### config.mk
export PLATFORM = sky130hd
export DESIGN_NAME = layer_dispatch
export DESIGN_NICKNAME = d
export VERILOG_FILES = /design/src/rtl/layer_pkg.sv /design/src/rtl/dispatch_cnt.sv /design/src/rtl/layer_dispatch.sv
export SDC_FILE = /design/constraint.sdc
export NUM_CORES = 1
export LEC_CHECK = 0
export BUFFER_PORTS_ARGS = -buffer_cell sky130_fd_sc_hd__buf_4
export CAP_MARGIN = 20
export CORE_MARGIN = 10
export CORE_UTILIZATION = 51
export DETAILED_ROUTE_END_ITERATION = 8
export GPL_TIMING_DRIVEN = 0
export PLACE_DENSITY = 0.84
export SYNTH_ARGS = -nofsm -noshare
export SYNTH_HDL_FRONTEND = slang
export SYNTH_SLANG_ARGS = --single-unit
### constraint.sdc
create_clock -name clk_in -period 2.25 [get_ports clk_in]
set_input_delay 0.225 -clock clk_in [delete_from_list [all_inputs] [get_ports clk_in]]
set_output_delay 0.225 -clock clk_in [all_outputs]
set_load 0.01 [all_outputs]
### src/rtl/layer_pkg.sv
`default_nettype none
// ============================================================================
// Module      : layer_pkg
// Description : Shared types, constants and helpers for the layer write
//               scheduler (layer_dispatch and its dispatch_cnt counter).
//               Contents:
//                 dispatch_state_t - scheduler state encoding
//                 LAYER_ADDR_W     - RAM word address width (LED index)
//                 lane_onehot()    - byte index -> one-hot byte lane
// Revision    : 1.0 - initial release
// ============================================================================
package layer_pkg;

   typedef enum logic [1:0] {
      IDLE = 2'd0,
      RECV = 2'd1,
      DONE = 2'd2
   } dispatch_state_t;

   localparam int LAYER_ADDR_W = 6;

   // The first byte of an LED lands in the highest used lane, so the lane
   // index counts down from bytes_per_led-1 as byte_idx counts up.
   function automatic logic [3:0] lane_onehot(input logic [1:0] byte_idx,
                                              input int         bytes_per_led);
      logic [2:0] sh;
      sh = 3'(bytes_per_led - 1) - {1'b0, byte_idx};
      return 4'b0001 << sh;
   endfunction

endpackage
`default_nettype wire

### src/rtl/dispatch_cnt.sv
`default_nettype none
// ============================================================================
// Module      : dispatch_cnt
// Description : Cascaded byte / LED / layer position counter for one frame.
//               Counts are presented already adjusted for clr_in, so a byte
//               arriving together with a clear is seen as position 0/0/0.
// Ports       : clk_in, rst_in      clock, async active-high reset
//               inc_in              a byte is accepted this cycle
//               clr_in              restart the frame position
//               byte_cnt_out        byte within LED   (0..BYTES_PER_LED-1)
//               led_cnt_out         LED within layer  (0..LED_NUM-1)
//               layer_cnt_out       layer             (0..LAYER_NUM-1)
//               last_out            current position is the final frame byte
// Revision    : 1.0 - initial release
// ============================================================================
module dispatch_cnt
   import layer_pkg::*;
#(
   parameter int LAYER_NUM     = 8,
   parameter int LED_NUM       = 64,
   parameter int BYTES_PER_LED = 3
) (
   input  logic                    clk_in,
   input  logic                    rst_in,
   input  logic                    inc_in,
   input  logic                    clr_in,
   output logic [1:0]              byte_cnt_out,
   output logic [LAYER_ADDR_W-1:0] led_cnt_out,
   output logic [3:0]              layer_cnt_out,
   output logic                    last_out
);

   localparam logic [1:0]              BYTE_MAX  = 2'(BYTES_PER_LED - 1);
   localparam logic [LAYER_ADDR_W-1:0] LED_MAX   = LAYER_ADDR_W'(LED_NUM - 1);
   localparam logic [3:0]              LAYER_MAX = 4'(LAYER_NUM - 1);

   logic [1:0]              byte_q,  byte_d;
   logic [LAYER_ADDR_W-1:0] led_q,   led_d;
   logic [3:0]              layer_q, layer_d;
   logic                    byte_last, led_last, layer_last;

   always_comb begin
      byte_cnt_out  = clr_in ? 2'd0 : byte_q;
      led_cnt_out   = clr_in ? '0   : led_q;
      layer_cnt_out = clr_in ? 4'd0 : layer_q;

      byte_last  = (byte_cnt_out  == BYTE_MAX);
      led_last   = (led_cnt_out   == LED_MAX);
      layer_last = (layer_cnt_out == LAYER_MAX);
      last_out   = byte_last && led_last && layer_last;

      byte_d  = byte_cnt_out;
      led_d   = led_cnt_out;
      layer_d = layer_cnt_out;

      if (inc_in) begin
         if (byte_last) begin
            byte_d = 2'd0;
            if (led_last) begin
               led_d = '0;
               // Only reachable on the final byte; returning to 0 leaves the
               // counter parked at the start of the next frame.
               layer_d = layer_last ? 4'd0 : layer_cnt_out + 4'd1;
            end else begin
               led_d = led_cnt_out + 1'b1;
            end
         end else begin
            byte_d = byte_cnt_out + 2'd1;
         end
      end
   end

   always_ff @(posedge clk_in or posedge rst_in) begin
      if (rst_in) begin
         byte_q  <= 2'd0;
         led_q   <= '0;
         layer_q <= 4'd0;
      end else begin
         byte_q  <= byte_d;
         led_q   <= led_d;
         layer_q <= layer_d;
      end
   end

endmodule
`default_nettype wire

### src/rtl/layer_dispatch.sv
`default_nettype none
// ============================================================================
// Module      : layer_dispatch
// Description : Frame-level write scheduler. Demultiplexes a pixel byte
//               stream (byte-fastest, then LED, then layer) into registered
//               per-layer RAM write strobes and pulses wr_done to every
//               layer once the full frame has been written.
// Ports       : clk_in, rst_in      clock, async active-high reset
//               frame_start_in      start (or restart) of a frame
//               data_vld_in/data_in pixel byte stream
//               wr_en_out           one-hot layer write strobe
//               wr_addr_out         word address (LED index)
//               wr_data_out         byte to write
//               wr_byte_en_out      one-hot byte lane
//               wr_done_out         frame-complete pulse to all layers
//               busy_out            receiving a frame
//               drop_out            sticky: byte seen while not receiving
// Revision    : 1.0 - initial release
// ============================================================================
module layer_dispatch
   import layer_pkg::*;
#(
   parameter int LAYER_NUM     = 8,
   parameter int LED_NUM       = 64,
   parameter int BYTES_PER_LED = 3
) (
   input  logic                    clk_in,
   input  logic                    rst_in,
   input  logic                    frame_start_in,
   input  logic                    data_vld_in,
   input  logic [7:0]              data_in,
   output logic [LAYER_NUM-1:0]    wr_en_out,
   output logic [LAYER_ADDR_W-1:0] wr_addr_out,
   output logic [7:0]              wr_data_out,
   output logic [3:0]              wr_byte_en_out,
   output logic [LAYER_NUM-1:0]    wr_done_out,
   output logic                    busy_out,
   output logic                    drop_out
);

   dispatch_state_t state_q, state_d;

   logic [1:0]              byte_cnt;
   logic [LAYER_ADDR_W-1:0] led_cnt;
   logic [3:0]              layer_cnt;
   logic                    last_byte;
   logic                    accept;

   logic [LAYER_NUM-1:0]    wr_en_q,      wr_en_d;
   logic [LAYER_ADDR_W-1:0] wr_addr_q,    wr_addr_d;
   logic [7:0]              wr_data_q,    wr_data_d;
   logic [3:0]              wr_byte_en_q, wr_byte_en_d;
   logic [LAYER_NUM-1:0]    wr_done_q,    wr_done_d;
   logic                    busy_q,       busy_d;
   logic                    drop_q,       drop_d;

   // A frame start opens the frame in the same cycle, so a byte that comes
   // with it is taken as the first byte of the new frame in any state.
   assign accept = data_vld_in && ((state_q == RECV) || frame_start_in);

   dispatch_cnt #(
      .LAYER_NUM     (LAYER_NUM),
      .LED_NUM       (LED_NUM),
      .BYTES_PER_LED (BYTES_PER_LED)
   ) u_cnt (
      .clk_in        (clk_in),
      .rst_in        (rst_in),
      .inc_in        (accept),
      .clr_in        (frame_start_in),
      .byte_cnt_out  (byte_cnt),
      .led_cnt_out   (led_cnt),
      .layer_cnt_out (layer_cnt),
      .last_out      (last_byte)
   );

   // Next-state logic.
   always_comb begin
      state_d = state_q;
      case (state_q)
         IDLE:    if (frame_start_in) state_d = RECV;
         RECV:    state_d = RECV;
         DONE:    state_d = frame_start_in ? RECV : IDLE;
         default: state_d = IDLE;
      endcase
      if (accept && last_byte) begin
         state_d = DONE;
      end
   end

   generate
      for (genvar i = 0; i < LAYER_NUM; i++) begin : g_wr_en
         assign wr_en_d[i] = accept && (layer_cnt == 4'(i));
      end
   endgenerate

   // Output register inputs. Address and data hold between strobes; only the
   // enables are forced low when nothing is written.
   always_comb begin
      wr_addr_d    = accept ? led_cnt : wr_addr_q;
      wr_data_d    = accept ? data_in : wr_data_q;
      wr_byte_en_d = accept ? lane_onehot(byte_cnt, BYTES_PER_LED) : 4'd0;
      // DONE is entered together with the final strobe, so deriving the pulse
      // from the current state puts it one cycle after that strobe.
      wr_done_d    = {LAYER_NUM{state_q == DONE}};
      busy_d       = (state_d == RECV);

      drop_d = drop_q;
      if (frame_start_in) begin
         drop_d = 1'b0;
      end else if (data_vld_in && (state_q != RECV)) begin
         drop_d = 1'b1;
      end
   end

   always_ff @(posedge clk_in or posedge rst_in) begin
      if (rst_in) begin
         state_q      <= IDLE;
         wr_en_q      <= '0;
         wr_addr_q    <= '0;
         wr_data_q    <= 8'd0;
         wr_byte_en_q <= 4'd0;
         wr_done_q    <= '0;
         busy_q       <= 1'b0;
         drop_q       <= 1'b0;
      end else begin
         state_q      <= state_d;
         wr_en_q      <= wr_en_d;
         wr_addr_q    <= wr_addr_d;
         wr_data_q    <= wr_data_d;
         wr_byte_en_q <= wr_byte_en_d;
         wr_done_q    <= wr_done_d;
         busy_q       <= busy_d;
         drop_q       <= drop_d;
      end
   end

   assign wr_en_out      = wr_en_q;
   assign wr_addr_out    = wr_addr_q;
   assign wr_data_out    = wr_data_q;
   assign wr_byte_en_out = wr_byte_en_q;
   assign wr_done_out    = wr_done_q;
   assign busy_out       = busy_q;
   assign drop_out       = drop_q;

endmodule
`default_nettype wire

==> flow_summary_export.csv <==
group,metric,value,unit
finish,final_layout_size_suffix_gt1_share,34.1,%
critical_path,worstPathRequired,2420,ps
yosys,synth_edf_count,0,
critical_path,timing.reg2reg.setup_slack,350,ps
clock_network,clock_latency,290,ps
finish,insertedDiodeCount,0,
routing,routed_wl,3750,um
critical_path,cp-end-kind,"flop",
global_routing,grt_pass1_vias,1324,
yosys,synth-xor-area-share,2.77,%
timing,setup_violations,0,
yosys,synth_area,0.00190,mm2
routing,wl_met1,1600,um
routing,dr_wl_met3,346,um
routing,ant_nets,0,
global_routing,grt_pass1_wl,6040,um
critical_path,arrival,2070,ps
status,status,"complete, no violations",
timing,worst_slew_pin_slew,859,ps
yosys,ys_ff_latch,43,
clock_network,cts.sinks,43,
timing,slew_headroom,42.7,%
yosys,synth_compound_area_share,4.62,%
critical_path,slowest_stage,"nor4_4",
timing,fmax,0.526,GHz
floorplanning,die_x,81.0,um
placed_design,routabilityCongestion,0.782,
finish,n_fill_cell,302,
yosys,synth.area.top_cells,"dfrtp_1, nand2_1, ha_1, buf_4, nand2b_1",
routing,highest_layer,"met4",
global_routing,grt_use_total,11.4,%
timing,fin_setup_tns,0,ps
power,peakVddDrop,0.000317,V
timing,rsz0062_at_grt,"no",
power,leakagePower,1.30,nW
clock_network,cts_buffer_depth,2,
yosys,synth_top_area_share,56.7,%
clock_network,cts-root-buf,"clkbuf_8",
yosys,yosysWarnings,0,
routing,vias_per_cell,4.83,
yosys,ys_async_sr_fraction,100,%
yosys,synth_top_family_by_area,"simple AND/OR/NAND/NOR gates",
run,cap_violations,0,
clock_network,cts_resized,0,
yosys,yosysSeqAreaShare,56.7,%
yosys,yosys-top-cells-count,"dfrtp_1, nand2_1, nor2_1",
floorplanning,rows,22,
global_routing,overflow,0,
worst_hold_path,hold_path.class,"input pin to asynchronous set/reset pin",
placed_design,pre_cts_ws,116,ps
critical_path,cp_max_fo,6,
floorplanning,io_pins,48,
placed_design,port_buffers,47,
yosys,synth_adder_area_share,3.30,%
critical_path,crit_chain,"nor2b_1, ha_1, nand4bb_4, nor4_4, and3_4, a21oi_1",
timing,fin_crit,1900,ps
yosys,avgSynthCellArea,10.9,um2
finish,nNetsFinal,245,
timing,final_max_slew_viol_count,0,
floorplanning,die_area,0.00656,mm2
critical_path,critical_path.startpoint_type,"flop",
yosys,synth-simple-area-share,24.0,%
timing,hold_viol_final,0,
global_routing,antenna_found_initial,0,
clock_network,cts_setup_buffers,0,
placed_design,dp_hpwl,2810,um
finish,syn_to_final_growth,28.0,%
clock_network,htreeDepth,2,
routing,wire_per_inst,13.5,um
timing,period_share,84.5,%
critical_path,crit_buf_inv,0,
routing,wl_met2,1780,um
yosys,synth_nets,191,
floorplanning,die_h,81.0,um
critical_path,cpLargestDelayFamily,"simple AND/OR/NAND/NOR gates",
yosys,synth.distinct_cells,38,
yosys,synth_flop_cell,"dfrtp_1",
power,p_per_area,632,mW/mm2
timing,fin_worst_skew,3.61,ps
floorplanning,initial_utilization,52.2,%
yosys,synthCells,174,
routing,drc,0,
routing,num_vias,1337,
critical_path,worstSetupPathType,"flop to flop",
yosys,yosysTopAreaCell,"dfrtp_1",
clock_network,numCtsBuffers,5,
yosys,muxShareOfSynthArea,2.24,%
global_routing,grt_start_max_net_pins,44,
clock_network,hold_buffers,0,
critical_path,slowest_delay,470,ps
floorplanning,core-area,0.00363,mm2
timing,fin_ws,350,ps
clock_network,tritoncts,"done",
clock_network,path_clk_slew,80,ps
routing,drtIter0Drc,109,
routing,firstDrtPassIters,4,
finish,final_core_util,66.8,%
yosys,synthMostInstantiatedCell,"dfrtp_1",
[cell type report]
class / count / area, um2 / area share [%]
Buffer: 12 / 86.3 / 3.56
Tap cell: 48 / 60.1 / 2.47
Clock buffer: 6 / 82.6 / 3.40
Multi-Input combinational cell: 111 / 704 / 29.0
Inverter: 8 / 30.0 / 1.24
Sequential cell: 43 / 1080 / 44.3
Timing Repair Buffer: 47 / 353 / 14.5
Clock inverter: 2 / 35.0 / 1.44
[flip-flops by register name, summed over array words and instances, names as in the netlist]
name	count
u_cnt.led_q	6
drop_out	1
wr_data_out	8
wr_addr_out	6
wr_byte_en_out	4
u_cnt.layer_q	4
wr_en_out	8
u_cnt.byte_q	2
busy_out	1
wr_done_out	1
state_q	2
[path summary, 6_finish.rpt]
| check | from | to | cells after the start |
|---|---|---|---|
| setup reg to reg | u_cnt.led_q[0] | busy_out | 6 |
| max in group asynchronous | rst_in | state_q[0] | 2 |
| hold / removal | rst_in | wr_byte_en_out[3] | 2 |
| min in group clk_in | data_in[3] | wr_data_out[3] | 3 |
| setup / recovery | u_cnt.led_q[0] | busy_out | 6 |
| hold reg to reg | wr_data_out[7] | wr_data_out[7] | 2 |
[power by group]
| group | switching, mW | total, mW | internal, mW |
|---|---|---|---|
| clock network | 0.249 | 0.608 | 0.359 |
| registers | 0.0126 | 0.806 | 0.793 |
| logic | 0.0656 | 0.121 | 0.0558 |
| total | 0.327 | 1.53 | 1.21 |
[cell usage in the layout (no fill, tap or decap), drive strengths merged, types with 3 or more instances in the layout]
| master | n |
|---|---|
| and3 | 5 |
| nand2b | 6 |
| dfrtp | 43 |
| nor2b | 5 |
| clkbuf | 7 |
| ha | 5 |
| o21ai | 4 |
| nand3 | 3 |
| nand2 | 35 |
| xnor2 | 4 |
| and2b | 3 |
| nor2 | 9 |
| a21oi | 5 |
| buf | 58 |
| inv | 8 |
| nor3 | 4 |
[cells by family (layout without fill, tap and decap cells)]
kind of cell / after synthesis / in the layout
adder cells (fa/ha/maj): 5 / 5
other: 1 / 1
XOR/XNOR: 6 / 6
buffers and inverters: 20 / 75
AND/OR/NAND/NOR: 81 / 81
AO/OA/AOI/OAI: 14 / 14
flip-flops: 43 / 43
multiplexers: 4 / 4
[metrics by stage]
step           hold WS [ps]  instance area [um2]  power (mW)  cells
2_1_floorplan           330                 1900       0.882    174
3_3_place_gp            415                 2310       0.940    269
3_5_place_dp            426                 2310       0.945    269
4_1_cts                 122                 2430        1.55    277
5_1_grt                 117                 2430        1.60    277
6_report                122                 2430        1.53    277
[metal layers]
metal  vias to the layer above  global-route usage, %
li1                        665                      -
met1                       629                   12.8
met2                        41                   19.3
met3                         2                   4.30
met4                         0                   4.15
met5                         -                      0
(Power assumes the default switching activity.)
